===== config.mk =====
export PLATFORM = sky130hd
export DESIGN_NAME = mem_loader_flat
export DESIGN_NICKNAME = d
export VERILOG_FILES = /design/src/rtl/mem_loader_pkg.sv /design/src/rtl/mem_loader_if.sv /design/src/rtl/mem_loader_checksum.sv /design/src/rtl/mem_loader.sv /design/src/flat_wrapper.sv
export SDC_FILE = /design/constraint.sdc
export NUM_CORES = 1
export LEC_CHECK = 0
export BUFFER_PORTS_ARGS = -buffer_cell sky130_fd_sc_hd__buf_2
export CORE_ASPECT_RATIO = 1.2
export CORE_MARGIN = 2
export CORE_UTILIZATION = 58
export CTS_BUF_LIST = sky130_fd_sc_hd__clkbuf_16
export DETAILED_ROUTE_END_ITERATION = 16
export MAX_ROUTING_LAYER = met4
export PLACE_DENSITY_LB_ADDON = 0.12
export SLEW_MARGIN = 20
export SYNTH_ARGS = -nofsm -noshare
export SYNTH_HDL_FRONTEND = slang
export SYNTH_HIERARCHICAL = 1
export SYNTH_SLANG_ARGS = --single-unit

===== constraint.sdc =====
create_clock -name clk -period 7.15 [get_ports clk]
set_clock_uncertainty 0.2 [all_clocks]
set_input_delay 1.43 -clock clk [delete_from_list [all_inputs] [get_ports clk]]
set_output_delay 1.43 -clock clk [all_outputs]
set_load 0.005 [all_outputs]

===== src/rtl/mem_loader_pkg.sv =====
// Shared constants and encodings for the memory loader.
// Latency: n/a (types and constants only).
// Backpressure: n/a.
package mem_loader_pkg;

  localparam int REG_WIDTH  = 8;   // default memory word width
  localparam int ADDR_WIDTH = 16;  // default memory address width

  typedef enum logic [2:0] {
    ST_IDLE   = 3'd0,
    ST_LOAD   = 3'd1,
    ST_VERIFY = 3'd2,
    ST_CHECK  = 3'd3,
    ST_RUN    = 3'd4
  } state_e;

  typedef enum logic [1:0] {
    ERR_NONE     = 2'b00,
    ERR_OVERFLOW = 2'b01,
    ERR_CHECKSUM = 2'b10
  } err_e;

endpackage


===== src/rtl/mem_loader_if.sv =====
// Load stream, core-side request and memory-side port bundle for mem_loader.
// Latency: n/a (wires only).
// Backpressure: ld_valid/ld_ready handshake; memory and core sides have none.
// Ports: ld_valid/ld_ready/ld_data/ld_last (load beats), cpu_addr/cpu_we/cpu_din
// (core request), mem_addr/mem_we/mem_din (to memory), mem_dout (from memory).
// Package constants are referenced by scope because the parameters reuse the
// ADDR_WIDTH name.
interface mem_loader_if #(
  parameter int DATA_WIDTH = mem_loader_pkg::REG_WIDTH,
  parameter int ADDR_WIDTH = mem_loader_pkg::ADDR_WIDTH
) ();

  logic                  ld_valid;
  logic                  ld_ready;
  logic [DATA_WIDTH-1:0] ld_data;
  logic                  ld_last;

  logic [ADDR_WIDTH-1:0] cpu_addr;
  logic                  cpu_we;
  logic [DATA_WIDTH-1:0] cpu_din;

  logic [ADDR_WIDTH-1:0] mem_addr;
  logic                  mem_we;
  logic [DATA_WIDTH-1:0] mem_din;
  logic [DATA_WIDTH-1:0] mem_dout;

  // Environment side: beat source, core and memory model.
  modport master (
    output ld_valid, ld_data, ld_last, cpu_addr, cpu_we, cpu_din, mem_dout,
    input  ld_ready, mem_addr, mem_we, mem_din
  );

  // Loader side.
  modport slave (
    input  ld_valid, ld_data, ld_last, cpu_addr, cpu_we, cpu_din, mem_dout,
    output ld_ready, mem_addr, mem_we, mem_din
  );

endinterface


===== src/rtl/mem_loader_checksum.sv =====
// Modular-sum accumulator: sum <= sum + data (mod 2^WIDTH) when enabled.
// Latency: sum reflects an enabled word on the edge after it is presented.
// Backpressure: none; clear takes priority over enable.
// Ports: clk, clear (synchronous zero), enable, data, sum.
module load_checksum
  import mem_loader_pkg::*;
#(
  parameter int WIDTH = REG_WIDTH
) (
  input  logic             clk,
  input  logic             clear,
  input  logic             enable,
  input  logic [WIDTH-1:0] data,
  output logic [WIDTH-1:0] sum
);

  logic [WIDTH-1:0] sum_q;
  logic [WIDTH-1:0] sum_d;

  always_comb begin
    sum_d = sum_q;
    if (clear) begin
      sum_d = '0;
    end else if (enable) begin
      sum_d = sum_q + data;
    end
  end

  always_ff @(posedge clk) begin
    sum_q <= sum_d;
  end

  assign sum = sum_q;

endmodule


===== src/rtl/mem_loader.sv =====
// Boot loader: streams beats into memory while holding the core, optionally
// reads them back to compare checksums, then releases the core onto memory.
// Latency: beat written same cycle; verify takes count+2 cycles to done.
// Backpressure: ld_ready high only in LOAD; core side has none.
// Ports: clk/reset, start/verify_en/base_addr (session request), bus (slave
// modport: load stream, core request, memory port), cpu_hold/busy/done/
// error/err_code/count (status).
module mem_loader #(
  parameter int DATA_WIDTH = mem_loader_pkg::REG_WIDTH,
  parameter int ADDR_WIDTH = mem_loader_pkg::ADDR_WIDTH,
  parameter int DEPTH      = 32,
  localparam int CW        = $clog2(DEPTH) + 1
) (
  input  logic                  clk,
  input  logic                  reset,
  input  logic                  start,
  input  logic                  verify_en,
  input  logic [ADDR_WIDTH-1:0] base_addr,
  mem_loader_if.slave           bus,
  output logic                  cpu_hold,
  output logic                  busy,
  output logic                  done,
  output logic                  error,
  output logic [1:0]            err_code,
  output logic [CW-1:0]         count
);

  import mem_loader_pkg::state_e, mem_loader_pkg::err_e,
         mem_loader_pkg::ST_IDLE, mem_loader_pkg::ST_LOAD,
         mem_loader_pkg::ST_VERIFY, mem_loader_pkg::ST_CHECK,
         mem_loader_pkg::ST_RUN, mem_loader_pkg::ERR_NONE,
         mem_loader_pkg::ERR_OVERFLOW, mem_loader_pkg::ERR_CHECKSUM;

  state_e                state_q;
  err_e                  err_q;
  logic [ADDR_WIDTH-1:0] base_q;
  logic                  verify_q;
  logic [CW-1:0]         count_q;
  logic [CW-1:0]         count_d;
  logic [CW-1:0]         rd_cnt_q;
  logic                  rd_vld_q;   // mem_dout holds a verify read this cycle
  logic                  ld_rdy_q;
  logic                  cpu_hold_q;
  logic                  busy_q;
  logic                  done_q;
  logic                  error_q;

  logic                  beat;
  logic                  start_acc;
  logic                  sum_clr;
  logic [ADDR_WIDTH-1:0] ld_addr;
  logic [ADDR_WIDTH-1:0] rd_addr;
  logic [DATA_WIDTH-1:0] ld_sum;
  logic [DATA_WIDTH-1:0] vf_sum;

  assign beat      = ld_rdy_q & bus.ld_valid;
  assign start_acc = start & ((state_q == ST_IDLE) | (state_q == ST_RUN));
  assign sum_clr   = reset | start_acc;
  assign count_d   = count_q + 1'b1;
  // Address arithmetic wraps naturally at ADDR_WIDTH bits.
  assign ld_addr   = base_q + ADDR_WIDTH'(count_q);
  assign rd_addr   = base_q + ADDR_WIDTH'(rd_cnt_q);

  // Memory port mux: core owns it in RUN, loader everywhere else.
  always_comb begin
    bus.mem_addr = ld_addr;
    bus.mem_we   = 1'b0;
    bus.mem_din  = bus.ld_data;
    if (state_q == ST_RUN) begin
      bus.mem_addr = bus.cpu_addr;
      bus.mem_we   = bus.cpu_we;
      bus.mem_din  = bus.cpu_din;
    end else if (state_q == ST_VERIFY || state_q == ST_CHECK) begin
      bus.mem_addr = rd_addr;
    end else if (state_q == ST_LOAD) begin
      bus.mem_we   = beat;
    end
  end

  load_checksum #(.WIDTH(DATA_WIDTH)) u_ld_sum (
    .clk    (clk),
    .clear  (sum_clr),
    .enable (beat),
    .data   (bus.ld_data),
    .sum    (ld_sum)
  );

  load_checksum #(.WIDTH(DATA_WIDTH)) u_vf_sum (
    .clk    (clk),
    .clear  (sum_clr),
    .enable (rd_vld_q),
    .data   (bus.mem_dout),
    .sum    (vf_sum)
  );

  always_ff @(posedge clk) begin
    if (reset) begin
      state_q    <= ST_IDLE;
      err_q      <= ERR_NONE;
      base_q     <= '0;
      verify_q   <= 1'b0;
      count_q    <= '0;
      rd_cnt_q   <= '0;
      rd_vld_q   <= 1'b0;
      ld_rdy_q   <= 1'b0;
      cpu_hold_q <= 1'b1;
      busy_q     <= 1'b0;
      done_q     <= 1'b0;
      error_q    <= 1'b0;
    end else begin
      done_q   <= 1'b0;
      rd_vld_q <= 1'b0;
      case (state_q)
        ST_IDLE, ST_RUN: begin
          if (start_acc) begin
            state_q    <= ST_LOAD;
            base_q     <= base_addr;
            verify_q   <= verify_en;
            count_q    <= '0;
            error_q    <= 1'b0;
            err_q      <= ERR_NONE;
            ld_rdy_q   <= 1'b1;
            busy_q     <= 1'b1;
            cpu_hold_q <= 1'b1;
          end
        end
        ST_LOAD: begin
          if (beat) begin
            count_q <= count_d;
            if (bus.ld_last) begin
              ld_rdy_q <= 1'b0;
              rd_cnt_q <= '0;
              if (verify_q) begin
                state_q <= ST_VERIFY;
              end else begin
                state_q    <= ST_RUN;
                busy_q     <= 1'b0;
                cpu_hold_q <= 1'b0;
                done_q     <= 1'b1;
              end
            end else if (count_d == CW'(DEPTH)) begin
              // Session ran out of room before ld_last: abort, keep core held.
              state_q  <= ST_IDLE;
              ld_rdy_q <= 1'b0;
              busy_q   <= 1'b0;
              done_q   <= 1'b1;
              error_q  <= 1'b1;
              err_q    <= ERR_OVERFLOW;
            end
          end
        end
        ST_VERIFY: begin
          // One read per cycle; the extra cycle after the last read lets its
          // data land in the verify sum before CHECK compares.
          if (rd_cnt_q < count_q) begin
            rd_cnt_q <= rd_cnt_q + 1'b1;
            rd_vld_q <= 1'b1;
          end else begin
            state_q <= ST_CHECK;
          end
        end
        ST_CHECK: begin
          busy_q <= 1'b0;
          done_q <= 1'b1;
          if (ld_sum == vf_sum) begin
            state_q    <= ST_RUN;
            cpu_hold_q <= 1'b0;
          end else begin
            state_q <= ST_IDLE;
            error_q <= 1'b1;
            err_q   <= ERR_CHECKSUM;
          end
        end
        default: state_q <= ST_IDLE;
      endcase
    end
  end

  assign bus.ld_ready = ld_rdy_q;
  assign cpu_hold     = cpu_hold_q;
  assign busy         = busy_q;
  assign done         = done_q;
  assign error        = error_q;
  assign err_code     = err_q;
  assign count        = count_q;

endmodule


===== src/flat_wrapper.sv =====
// flat-port wrapper written by rule: the top's interface ports become plain ports
module mem_loader_flat import mem_loader_pkg::state_e, mem_loader_pkg::err_e,
         mem_loader_pkg::ST_IDLE, mem_loader_pkg::ST_LOAD,
         mem_loader_pkg::ST_VERIFY, mem_loader_pkg::ST_CHECK,
         mem_loader_pkg::ST_RUN, mem_loader_pkg::ERR_NONE,
         mem_loader_pkg::ERR_OVERFLOW, mem_loader_pkg::ERR_CHECKSUM;
#(
  parameter int DATA_WIDTH = mem_loader_pkg::REG_WIDTH,
  parameter int ADDR_WIDTH = mem_loader_pkg::ADDR_WIDTH,
  parameter int DEPTH      = 32,
  localparam int CW        = $clog2(DEPTH) + 1
)
  (clk, reset, start, verify_en, base_addr, cpu_hold, busy, done, error, err_code, count, bus_ld_valid, bus_ld_data, bus_ld_last, bus_cpu_addr, bus_cpu_we, bus_cpu_din, bus_mem_dout, bus_ld_ready, bus_mem_addr, bus_mem_we, bus_mem_din);
  mem_loader_if #(.DATA_WIDTH(DATA_WIDTH), .ADDR_WIDTH(ADDR_WIDTH)) bus_i ();
  input  logic clk;
  input  logic reset;
  input  logic start;
  input  logic verify_en;
  input  logic [ADDR_WIDTH-1:0] base_addr;
  output logic cpu_hold;
  output logic busy;
  output logic done;
  output logic error;
  output logic [1:0] err_code;
  output logic [CW-1:0] count;
  input wire logic [$bits(bus_i.ld_valid)-1:0] bus_ld_valid;
  input wire logic [$bits(bus_i.ld_data)-1:0] bus_ld_data;
  input wire logic [$bits(bus_i.ld_last)-1:0] bus_ld_last;
  input wire logic [$bits(bus_i.cpu_addr)-1:0] bus_cpu_addr;
  input wire logic [$bits(bus_i.cpu_we)-1:0] bus_cpu_we;
  input wire logic [$bits(bus_i.cpu_din)-1:0] bus_cpu_din;
  input wire logic [$bits(bus_i.mem_dout)-1:0] bus_mem_dout;
  output wire logic [$bits(bus_i.ld_ready)-1:0] bus_ld_ready;
  output wire logic [$bits(bus_i.mem_addr)-1:0] bus_mem_addr;
  output wire logic [$bits(bus_i.mem_we)-1:0] bus_mem_we;
  output wire logic [$bits(bus_i.mem_din)-1:0] bus_mem_din;
  assign bus_i.ld_valid = bus_ld_valid;
  assign bus_i.ld_data = bus_ld_data;
  assign bus_i.ld_last = bus_ld_last;
  assign bus_i.cpu_addr = bus_cpu_addr;
  assign bus_i.cpu_we = bus_cpu_we;
  assign bus_i.cpu_din = bus_cpu_din;
  assign bus_i.mem_dout = bus_mem_dout;
  assign bus_ld_ready = bus_i.ld_ready;
  assign bus_mem_addr = bus_i.mem_addr;
  assign bus_mem_we = bus_i.mem_we;
  assign bus_mem_din = bus_i.mem_din;
  mem_loader #(.DATA_WIDTH(DATA_WIDTH), .ADDR_WIDTH(ADDR_WIDTH), .DEPTH(DEPTH)) u_core (.clk(clk), .reset(reset), .start(start), .verify_en(verify_en), .base_addr(base_addr), .bus(bus_i), .cpu_hold(cpu_hold), .busy(busy), .done(done), .error(error), .err_code(err_code), .count(count));
endmodule

==> impl_metrics.csv, run 1 <==
group,metric,value,unit
clocking,cts_root_buf,"clkbuf_16",
sta,slew_headroom,31.4,%
clocking,numClockSinks,56,
route,drtIter0Drc,171,
route,totalWireLength,10200,µm
worst_setup_path,max_stage_delay,880,ps
sta,setup_violations,0,
final_layout,final_cells,699,
worst_hold_path,min_path_cells,2,
synthesis,async_flop_share,0,%
route,route.vias.total,4027,
final_layout,drive_gt1_share,21.4,%
power_and_ir_drop,power_density,176,nW/µm²
synthesis,synth.avg_cell_area,7.75,µm²
route,vias_per_cell,5.76,
final_layout,fill_cells,620,
worst_setup_path,regToRegStartpoint,"u_core/count[4]",
worst_setup_path,cp_cell_sequence,"nand2b_4, mux2_2, ha_1, a211oi_1, o311ai_0, nand4_1, xor2_1, o21ai_0, buf_2",
worst_setup_path,path_buf_inv,1,
final_layout,nets,705,
grt,grt_start_max_net_pins,33,
route,wire_per_inst,14.6,µm
worst_hold_path,hp-class,"register to register",
clocking,insertion_delay,290,ps
worst_setup_path,cp-start-kind,"register",
synthesis,ys_seq_elements,56,
clocking,cts_setup_buffers,0,
floorplan,io_pins,101,
worst_setup_path,path_delay_family,"compound AO/OA/AOI/OAI gates",
synthesis,ys_seq_area_share,27.7,%
worst_setup_path,slowest_stage,"o311ai_0",
worst_setup_path,critPathCaptureType,"output pin",
sta,grt_setup_unrepaired,"no",
run,cap_violations,0,
synthesis,syn_inst,522,
grt,grt_usage,28.1,%
sta,slew_violations,0,
synthesis,yosys_warnings,6,
worst_setup_path,path_max_fanout,9,
sta,min_period_over_period,70.5,%
worst_setup_path,worstRegToRegCells,7,
floorplan,core-area,6810,µm²
floorplan,rows,33,
sta,hold_viol_final,0,
floorplan,dieArea,7670,µm²
clocking,hold_buffers,0,
placed_design,hpwl,7840,µm
placed_design,gp_congestion,0.888,
clocking,cts_buffer_depth,2,
route,drtPass1Iterations,4,
floorplan,die_y,95.5,µm
worst_hold_path,min_from,"u_core/error",
floorplan,start_util,59.4,%
final_layout,diodes,0,
synthesis,synthFlopType,"dfxtp_1",
clocking,clkSlewWorstSetupHoldPaths,70,ps
final_layout,post-route-util,69.4,%
grt,grt_pass1_wl,16800,µm
worst_setup_path,reg2reg_to,"u_core/state_q[2]",
synthesis,synth_edf_count,0,
sta,fin_ws,2110,ps
power_and_ir_drop,p_leak,2.13,nW
route,drt_drc_violations_left,0,
synthesis,ys_types,58,
clocking,cts_buffers,5,
clocking,tritoncts,"yes",
synthesis,synth_fp_nets,616,
worst_setup_path,critPathArrivalTime,3410,ps
final_layout,area_delta_synth_final,16.8,%
floorplan,die_w,80.3,µm
worst_setup_path,worstPathRequired,5520,ps
sta,worst_pin_slew,1020,ps
worst_setup_path,r2r_setup_slack,4560,ps
placed_design,io_buffers,100,
placed_design,dp_slack,2450,ps
route,postRouteAntennaNets,0,
power_and_ir_drop,power,0.831,mW
placed_design,dp_cells,691,
sta,fin_crit,5040,ps
sta,max_freq,198,MHz
synthesis,synth_area,4050,µm²
grt,grt_pass1_vias,3713,
worst_hold_path,holdPathEnd,"u_core/error",
sta,fin_tns_setup,0,ps
grt,grt.overflow.total,0,
clocking,cts_resized,0,
power_and_ir_drop,ir_worst_vdd,0.158,mV
worst_setup_path,criticalPathCategory,"register to output pin",
clocking,h-tree-depth,2,
outcome,status,"completed",
grt,grt_antenna_before_repair,0,
## area by class of cell
cell class	count	area (µm²)	area share (%)
multi-input cells	423	2760	58.3
flip-flops and latches	56	1120	23.7
repair buffers	102	515	10.9
clock buffers	5	125	2.65
well taps	87	109	2.30
inverters	23	86.3	1.83
clock inverters	3	13.8	0.291
## metal layers
layer  routed length, µm  global-route usage (%)
met1                3990                    31.8
met2                5450                    50.9
met3                 503                    3.13
met4                 235                    10.2
met5                   0                       -
## cell usage in the layout, fill, tap and decap left out, drive strengths merged, types with 3 or more instances in the layout
cell and count:
a2111oi 5, a211o 3, a211oi 12, a21o 11, a21oi 53, a31oi 4, and2 3, and3 5
and4 3, buf 102, clkbuf 5, clkinv 3, dfxtp 56, fa 3, ha 28, inv 23
mux2 8, mux2i 8, nand2 101, nand2b 5, nand3 11, nand3b 5, nand4 9, nor2 36
nor2b 8, nor3 8, nor3b 7, nor4 7, o21a 4, o21ai 20, o21bai 4, or4 3
xnor2 15, xor2 13
## through the flow
stage,hold WS [ps],instance area [µm²]
after floorplan,241,4050
after global placement,235,4590
after detailed placement,242,4590
after CTS,252,4730
after global routing,282,4730
final,244,4730
## flip-flops by register name (all words and copies together) (netlist names), 2 cells and up
name,cells
u_core/u_ld_sum/sum,8
u_core/err_code,2
u_core/base_q,16
u_core/rd_cnt_q,6
u_core/u_vf_sum/sum,8
u_core/state_q,3
u_core/count,6
## cell usage after synthesis, types with 2 or more instances
master / count / area [µm²]
a21oi_1: 52 / 260
clkbuf_1: 11 / 41.3
nor3b_1: 6 / 45.0
ha_1: 28 / 350
or4_1: 3 / 22.5
a311oi_1: 2 / 17.5
o21a_1: 4 / 30.0
buf_6: 2 / 22.5
nor2b_1: 8 / 50.1
a211o_1: 3 / 26.3
a211oi_1: 12 / 90.1
and4_1: 3 / 26.3
a21o_1: 11 / 82.6
nand2b_1: 4 / 25.0
nor4b_1: 2 / 17.5
fa_1: 3 / 60.1
and3_1: 5 / 31.3
mux2i_1: 8 / 80.1
mux2_2: 8 / 90.1
a2111oi_2: 2 / 30.0
o31ai_1: 2 / 15.0
nor2_1: 35 / 131
and2_1: 3 / 18.8
xor2_1: 13 / 114
dfxtp_1: 56 / 1120
inv_1: 23 / 86.3
or3_1: 2 / 12.5
xnor2_1: 15 / 131
nand3b_1: 5 / 37.5
a31oi_1: 4 / 25.0
nand3_1: 11 / 55.1
nand2_1: 101 / 379
or2_2: 2 / 12.5
nor4_1: 7 / 43.8
nand4_1: 9 / 56.3
o21ai_0: 19 / 95.1
nor3_1: 8 / 40.0
buf_1: 5 / 18.8
buf_2: 2 / 10.0
a2111oi_0: 2 / 17.5
o21bai_1: 4 / 30.0
## kinds of logic after synthesis
kind of cell               after synthesis  synth area share, %
DFF                                     56                 27.7
muxes                                   16                 4.20
xor gates and xnor gates                28                 6.06
and+or+nand+nor                        220                 26.2
adders and majority gates               31                 10.1
AOI/OAI and AO/OA                      128                 21.2
buffers and inverters                   43                 4.42
## worst min-delay path: stages, from the launching register on
cell     delay [ps]
dfxtp_1         310
inv_1            40
a21oi_1          50
## how the worst max path moves through the flow
stage,from,endpoint,cells after the start
after floorplan,u_core/state_q[2],bus_mem_addr[12],11
after global placement,u_core/state_q[1],bus_mem_addr[9],9
after detailed placement,u_core/state_q[2],bus_mem_addr[9],9
after CTS,u_core/state_q[2],bus_mem_addr[9],9
after global routing,u_core/state_q[2],bus_mem_addr[9],9
final,u_core/state_q[2],bus_mem_addr[9],9
## where the power goes
| part | switching, mW | total, mW | internal, mW |
|---|---|---|---|
| clock | 0.105 | 0.233 | 0.127 |
| combinational | 0.139 | 0.242 | 0.103 |
| sequential | 0.0261 | 0.357 | 0.330 |
| total | 0.270 | 0.831 | 0.561 |
(Power assumes the default switching activity.)
==> run 2: changes to the inputs <==
Settings changed: ABC_AREA set to 1, CORE_UTILIZATION 58 to 49.
Clock period 7.15 ns to 4.1 ns, I/O delays scaled along.
==> impl_metrics.csv, run 2 <==
group,metric,value,unit
outcome,status,"completed",
clocking,cts_resized,0,
grt,grt_usage,22.9,%
synthesis,synth_area,4100,µm²
power_and_ir_drop,seq_power_share,32.8,%
synthesis,ys_types,39,
grt,grt_antenna_before_repair,0,
synthesis,synth_most_common_cell,"nand2_1",
sta,worst_pin_slew,692,ps
final_layout,final_common_cell,"nand2_1",
clocking,clkSlewWorstSetupHoldPaths,70,ps
synthesis,synth_common_cells,"nand2_1 (181), nor2_1 (82), inv_1 (67)",
power_and_ir_drop,power,2.22,mW
clocking,cts_buffer_depth,2,
synthesis,synth_fp_nets,725,
worst_setup_path,critPathArrivalTime,2750,ps
sta,slew_headroom,53.8,%
grt,grt_pass1_vias,3785,
final_layout,post-route-util,59.0,%
power_and_ir_drop,p_leak,2.47,nW
final_layout,top_regs,"u_core/base_q: 16 flops, u_core/u_ld_sum/sum: 8 flops, u_core/u_vf_sum/sum: 8 flops",
placed_design,hpwl,7770,µm
final_layout,largest-register,"u_core/base_q",
synthesis,yosys-top-cells-area,"dfxtp_1 (27%), nand2_1 (17%), ha_1 (8.5%), nor2_1 (7.5%), inv_1 (6.1%)",
sta,fin_ws,332,ps
worst_setup_path,path_delay_family,"simple AND/OR/NAND/NOR gates",
synthesis,synth_top_area_share,27.4,%
sta,max_freq,265,MHz
floorplan,io_pins,101,
worst_setup_path,max_stage_delay,440,ps
power_and_ir_drop,pwr-share-clk,18.3,%
floorplan,rows,36,
worst_setup_path,path_max_fanout,12,
power_and_ir_drop,combPwrFrac,48.8,%
sta,hold_viol_final,0,
power_and_ir_drop,power_density,464,nW/µm²
synthesis,async_flop_share,0,%
clocking,tritoncts,"yes",
clocking,numClockSinks,56,
placed_design,io_buffers,100,
power_and_ir_drop,p_sw,0.939,mW
sta,min_period_over_period,91.9,%
clocking,cts_root_buf,"clkbuf_16",
synthesis,synth.avg_cell_area,6.50,µm²
final_layout,diodes,0,
power_and_ir_drop,ir_worst_vdd,0.268,mV
synthesis,ys_seq_elements,56,
grt,grt_pass1_wl,16600,µm
synthesis,synth_edf_count,0,
final_layout,area_delta_synth_final,16.6,%
worst_setup_path,critPathCaptureType,"output pin",
worst_setup_path,cp_cell_sequence,"inv_2, nand2_1, o21ai_0, ha_1, fa_1, nand4_1, nand3_1, nand3_1, xor2_1, nand2_1, nand2_1, buf_2",
floorplan,start_util,50.6,%
power_and_ir_drop,power_switching_share,42.3,%
synthesis,yosys_warnings,6,
worst_hold_path,hp-class,"register to register",
floorplan,core-area,8110,µm²
final_layout,fill_cells,805,
grt,grt.overflow.total,0,
route,drtPass1Iterations,4,
sta,setup_violations,0,
floorplan,die_y,104,µm
placed_design,dp_slack,644,ps
worst_setup_path,path_buf_inv,2,
synthesis,synth_largest_area_cell,"dfxtp_1",
clocking,cts_setup_buffers,0,
worst_setup_path,slowest_stage,"dfxtp_1",
worst_setup_path,criticalPathCategory,"register to output pin",
sta,grt_setup_unrepaired,"no",
worst_setup_path,path_depth,12,
floorplan,dieArea,9120,µm²
route,drtIter0Drc,142,
sta,hold_slack,255,ps
route,wire_per_inst,12.1,µm
sta,fin_crit,3770,ps
clocking,cts_buffers,5,
route,totalWireLength,9950,µm
worst_setup_path,cp-start-kind,"register",
route,route.vias.total,4128,
power_and_ir_drop,p_int,1.28,mW
synthesis,syn_inst,631,
synthesis,synthFlopType,"dfxtp_1",
route,drt_drc_violations_left,0,
final_layout,nets,817,
worst_hold_path,min_path_cells,2,
worst_setup_path,worstRegToRegCells,8,
placed_design,gp_congestion,0.884,
final_layout,drive_gt1_share,19.2,%
route,vias_per_cell,5.04,
sta,fin_tns_setup,0,ps
synthesis,ys_seq_area_share,27.4,%
sta,slew_violations,0,
worst_setup_path,critPathMostFrequentCell,"nand2_1",
final_layout,final_cell_mix,"nand2_1 (181), buf_2 (100), nor2_1 (82), inv_1 (67), dfxtp_1 (56)",
clocking,insertion_delay,290,ps
clocking,hold_buffers,0,
final_layout,largest_register_ffs,16,
route,postRouteAntennaNets,0,
clocking,h-tree-depth,2,
worst_setup_path,worstPathRequired,3080,ps
run,cap_violations,0,
grt,grt_start_max_net_pins,27,
floorplan,die_w,87.5,µm
run 2: cell types whose count changed in the layout (fill, tap and decap cells not counted), sizes merged, moves of 7 or more:
cell | previous run | this run
o21ai | 20 | 36
nand3 | 11 | 37
a21oi | 53 | 39
nand2 | 101 | 186
nor4 | 7 | 0
inv | 23 | 74
a211oi | 12 | 2
mux2i | 8 | 0
or2 | 2 | 11
nor2 | 36 | 87
a21o | 11 | 1
nor2b | 8 | 0
mux2 | 8 | 0
nor3b | 7 | 0
run 2: tightest hold or removal path: stages (launching register included):
cell	delay, ps
dfxtp_1	320
nand2_1	60
nand2_1	40
run 2: path summary, 6_finish.rpt:
path	start	endpoint	slack (ps)
hold reg to reg	u_core/cpu_hold	u_core/cpu_hold	260
setup / recovery	u_core/state_q[2]	bus_mem_addr[14]	330
setup reg to reg	u_core/state_q[1]	u_core/u_ld_sum/sum[2]	1800
hold / removal	u_core/cpu_hold	u_core/cpu_hold	260
run 2: stage by stage:
| step | instances | instance area (µm²) |
|---|---|---|
| after detailed placement | 811 | 4640 |
| after CTS | 819 | 4780 |
| final | 819 | 4780 |
| after global placement | 811 | 4640 |
| after floorplan | 631 | 4100 |
| after global routing | 819 | 4780 |
run 2: final cells by class:
| type | count | area [µm²] | area share (%) |
|---|---|---|---|
| Inverter | 74 | 278 | 5.81 |
| Sequential cell | 56 | 1120 | 23.5 |
| Clock inverter | 3 | 13.8 | 0.288 |
| Timing Repair Buffer | 101 | 508 | 10.6 |
| Multi-Input combinational cell | 485 | 2620 | 54.7 |
| Clock buffer | 5 | 125 | 2.62 |
| Tap cell | 95 | 119 | 2.49 |
run 2: layer usage:
| metal | part of all wire, % | global-route usage [%] | vias to the layer above |
|---|---|---|---|
| li1 | - | - | 2191 |
| met4 | 1.2 | 5.16 | 0 |
| met3 | 3.7 | 3.02 | 9 |
| met2 | 50 | 40.0 | 95 |
| met1 | 45 | 27.7 | 1833 |
| met5 | 0 | - | - |
run 2: cell families (layout without fill, tap and decap cells):
kind of cell | count (synthesis) | count (layout) | synth area share, %
simple gates | 341 | 341 | 36.4
flops | 56 | 56 | 27.4
compound gates | 86 | 86 | 11.7
xor+xnor | 27 | 27 | 5.77
fa+ha+maj | 31 | 31 | 10.0
buf+inv | 90 | 183 | 8.85
run 2: power by group through the flow:
stage          Combinational (mW)  Clock [mW]  Sequential [mW]
2_1_floorplan               0.764           0            0.719
3_3_place_gp                 1.05           0            0.737
3_5_place_dp                 1.08           0            0.739
4_1_cts                      1.09       0.422            0.728
5_1_grt                      1.24       0.446            0.740
6_report                     1.08       0.407            0.729
==> run 3: changes to the inputs <==
Settings changed: CORE_UTILIZATION 49 to 23.
==> impl_metrics.csv, run 3 (synthesis results as in run 2) <==
group,metric,value,unit
route,drtIter0Drc,156,
power_and_ir_drop,p_sw,0.995,mW
worst_setup_path,critPathArrivalTime,2780,ps
route,wire_per_inst,12.4,µm
sta,fin_tns_setup,0,ps
worst_setup_path,critPathLaunch,"u_core/state_q[2]",
sta,max_freq,263,MHz
floorplan,die_w,126,µm
grt,grt_start_max_net_pins,27,
placed_design,dp_slack,607,ps
worst_hold_path,min_from,"u_core/error",
sta,hold_viol_final,0,
route,totalWireLength,11700,µm
final_layout,seq_area,1120,µm²
floorplan,dieArea,18900,µm²
final_layout,post-route-util,28.3,%
worst_setup_path,cp-start-kind,"register",
route,drtPass1Iterations,5,
worst_setup_path,regToRegStartpoint,"u_core/count[3]",
power_and_ir_drop,p_leak,2.47,nW
floorplan,start_util,23.4,%
floorplan,core-area,17500,µm²
clocking,tritoncts,"yes",
sta,setup_violations,0,
grt,use_met3,1.67,%
sta,fin_crit,3800,ps
outcome,status,"completed",
clocking,cts_setup_buffers,0,
sta,grt_setup_unrepaired,"no",
worst_setup_path,path_max_fanout,12,
clocking,insertion_delay,310,ps
worst_hold_path,hp-class,"register to register",
final_layout,final_cell_mix,"nand2_1 (181), buf_2 (100), nor2_1 (82), inv_1 (68), dfxtp_1 (56)",
final_layout,fill_cells,1988,
final_layout,nets,818,
sta,min_period_over_period,92.7,%
final_layout,largest-register,"u_core/base_q",
clocking,clkSlewWorstSetupHoldPaths,80,ps
grt,grt.overflow.total,0,
grt,grt_pass1_vias,3862,
final_layout,area_delta_synth_final,20.8,%
worst_setup_path,critPathCaptureType,"output pin",
grt,grt-busiest-layer,"met2",
grt,use_met1,14.9,%
power_and_ir_drop,combPwrFrac,48.4,%
worst_setup_path,worstPathRequired,3080,ps
grt,met2_usage,23.2,%
clocking,cts_buffer_depth,2,
sta,slew_violations,0,
grt,grt_pass1_wl,18900,µm
grt,grt_usage,12.9,%
route,vias_per_cell,4.32,
sta,worst_pin_slew,721,ps
sta,slew_headroom,51.9,%
power_and_ir_drop,pwr-share-clk,19.7,%
route,route.vias.total,4087,
power_and_ir_drop,p_int,1.29,mW
floorplan,die_y,150,µm
placed_design,gp_congestion,0.798,
final_layout,top_regs,"u_core/base_q: 16 flops, u_core/u_ld_sum/sum: 8 flops, u_core/u_vf_sum/sum: 8 flops",
final_layout,largest_register_ffs,16,
route,postRouteAntennaNets,0,
power_and_ir_drop,power_density,461,nW/µm²
route,drt_drc_violations_left,0,
clocking,hold_buffers,0,
placed_design,io_buffers,100,
worst_setup_path,criticalPathCategory,"register to output pin",
sta,fin_ws,298,ps
placed_design,hpwl,9430,µm
clocking,cts_resized,0,
final_layout,drive_gt1_share,19.3,%
clocking,h-tree-depth,2,
power_and_ir_drop,power_switching_share,43.5,%
grt,grt_antenna_before_repair,1,
clocking,cts_root_buf,"clkbuf_16",
floorplan,io_pins,101,
run,cap_violations,0,
clocking,cts_buffers,5,
final_layout,final_common_cell,"nand2_1",
floorplan,rows,53,
final_layout,multi_input_area,2620,µm²
power_and_ir_drop,ir_worst_vdd,0.179,mV
clocking,numClockSinks,56,
power_and_ir_drop,seq_power_share,31.8,%
power_and_ir_drop,power,2.28,mW
-- run 3: layout make-up --
cell class	instances	share of cell area, %
diodes	1	0.0505
clock buffers	5	2.53
clock inverters	3	0.404
inverters	74	5.61
multi-input cells	485	52.8
flip-flops and latches	56	22.6
well taps	220	5.56
repair buffers	102	10.4
-- run 3: final timing paths --
path	endpoint	slack, ps	depth (start not counted)
worst max-delay path	bus_mem_addr[14]	300	12
worst min-delay path	u_core/error	260	2
worst max register to register	u_core/state_q[2]	1950	10
worst min register to register	u_core/error	260	2
-- run 3: through the flow --
stage / instances / instance area (µm²) / hold WS, ps
final: 946 / 4950 / 261
after global routing: 946 / 4950 / 293
after CTS: 945 / 4950 / 272
after detailed placement: 937 / 4800 / 260
after global placement: 937 / 4800 / 246
after floorplan: 631 / 4100 / 241
-- run 3: layer usage --
layer,part of all wire [%],vias up
met5,0,-
met4,1.7,0
met3,3.1,9
met2,51,69
met1,45,1816
li1,-,2193
-- run 3: power by group through the flow --
stage	clock, mW	sequential [mW]	combinational [mW]
2_1_floorplan	0	0.719	0.764
3_3_place_gp	0	0.741	1.11
3_5_place_dp	0	0.743	1.12
4_1_cts	0.473	0.730	1.13
5_1_grt	0.497	0.744	1.27
6_report	0.451	0.727	1.11
-- run 3: critical path: stages, from the launching register on --
cell	delay (ps)
dfxtp_1	450
inv_2	90
nand2_1	270
o21ai_0	130
ha_1	220
fa_1	420
nand4_1	110
nand3_1	220
nand3_1	160
xor2_1	160
nand2_1	70
nand2_1	70
buf_2	100
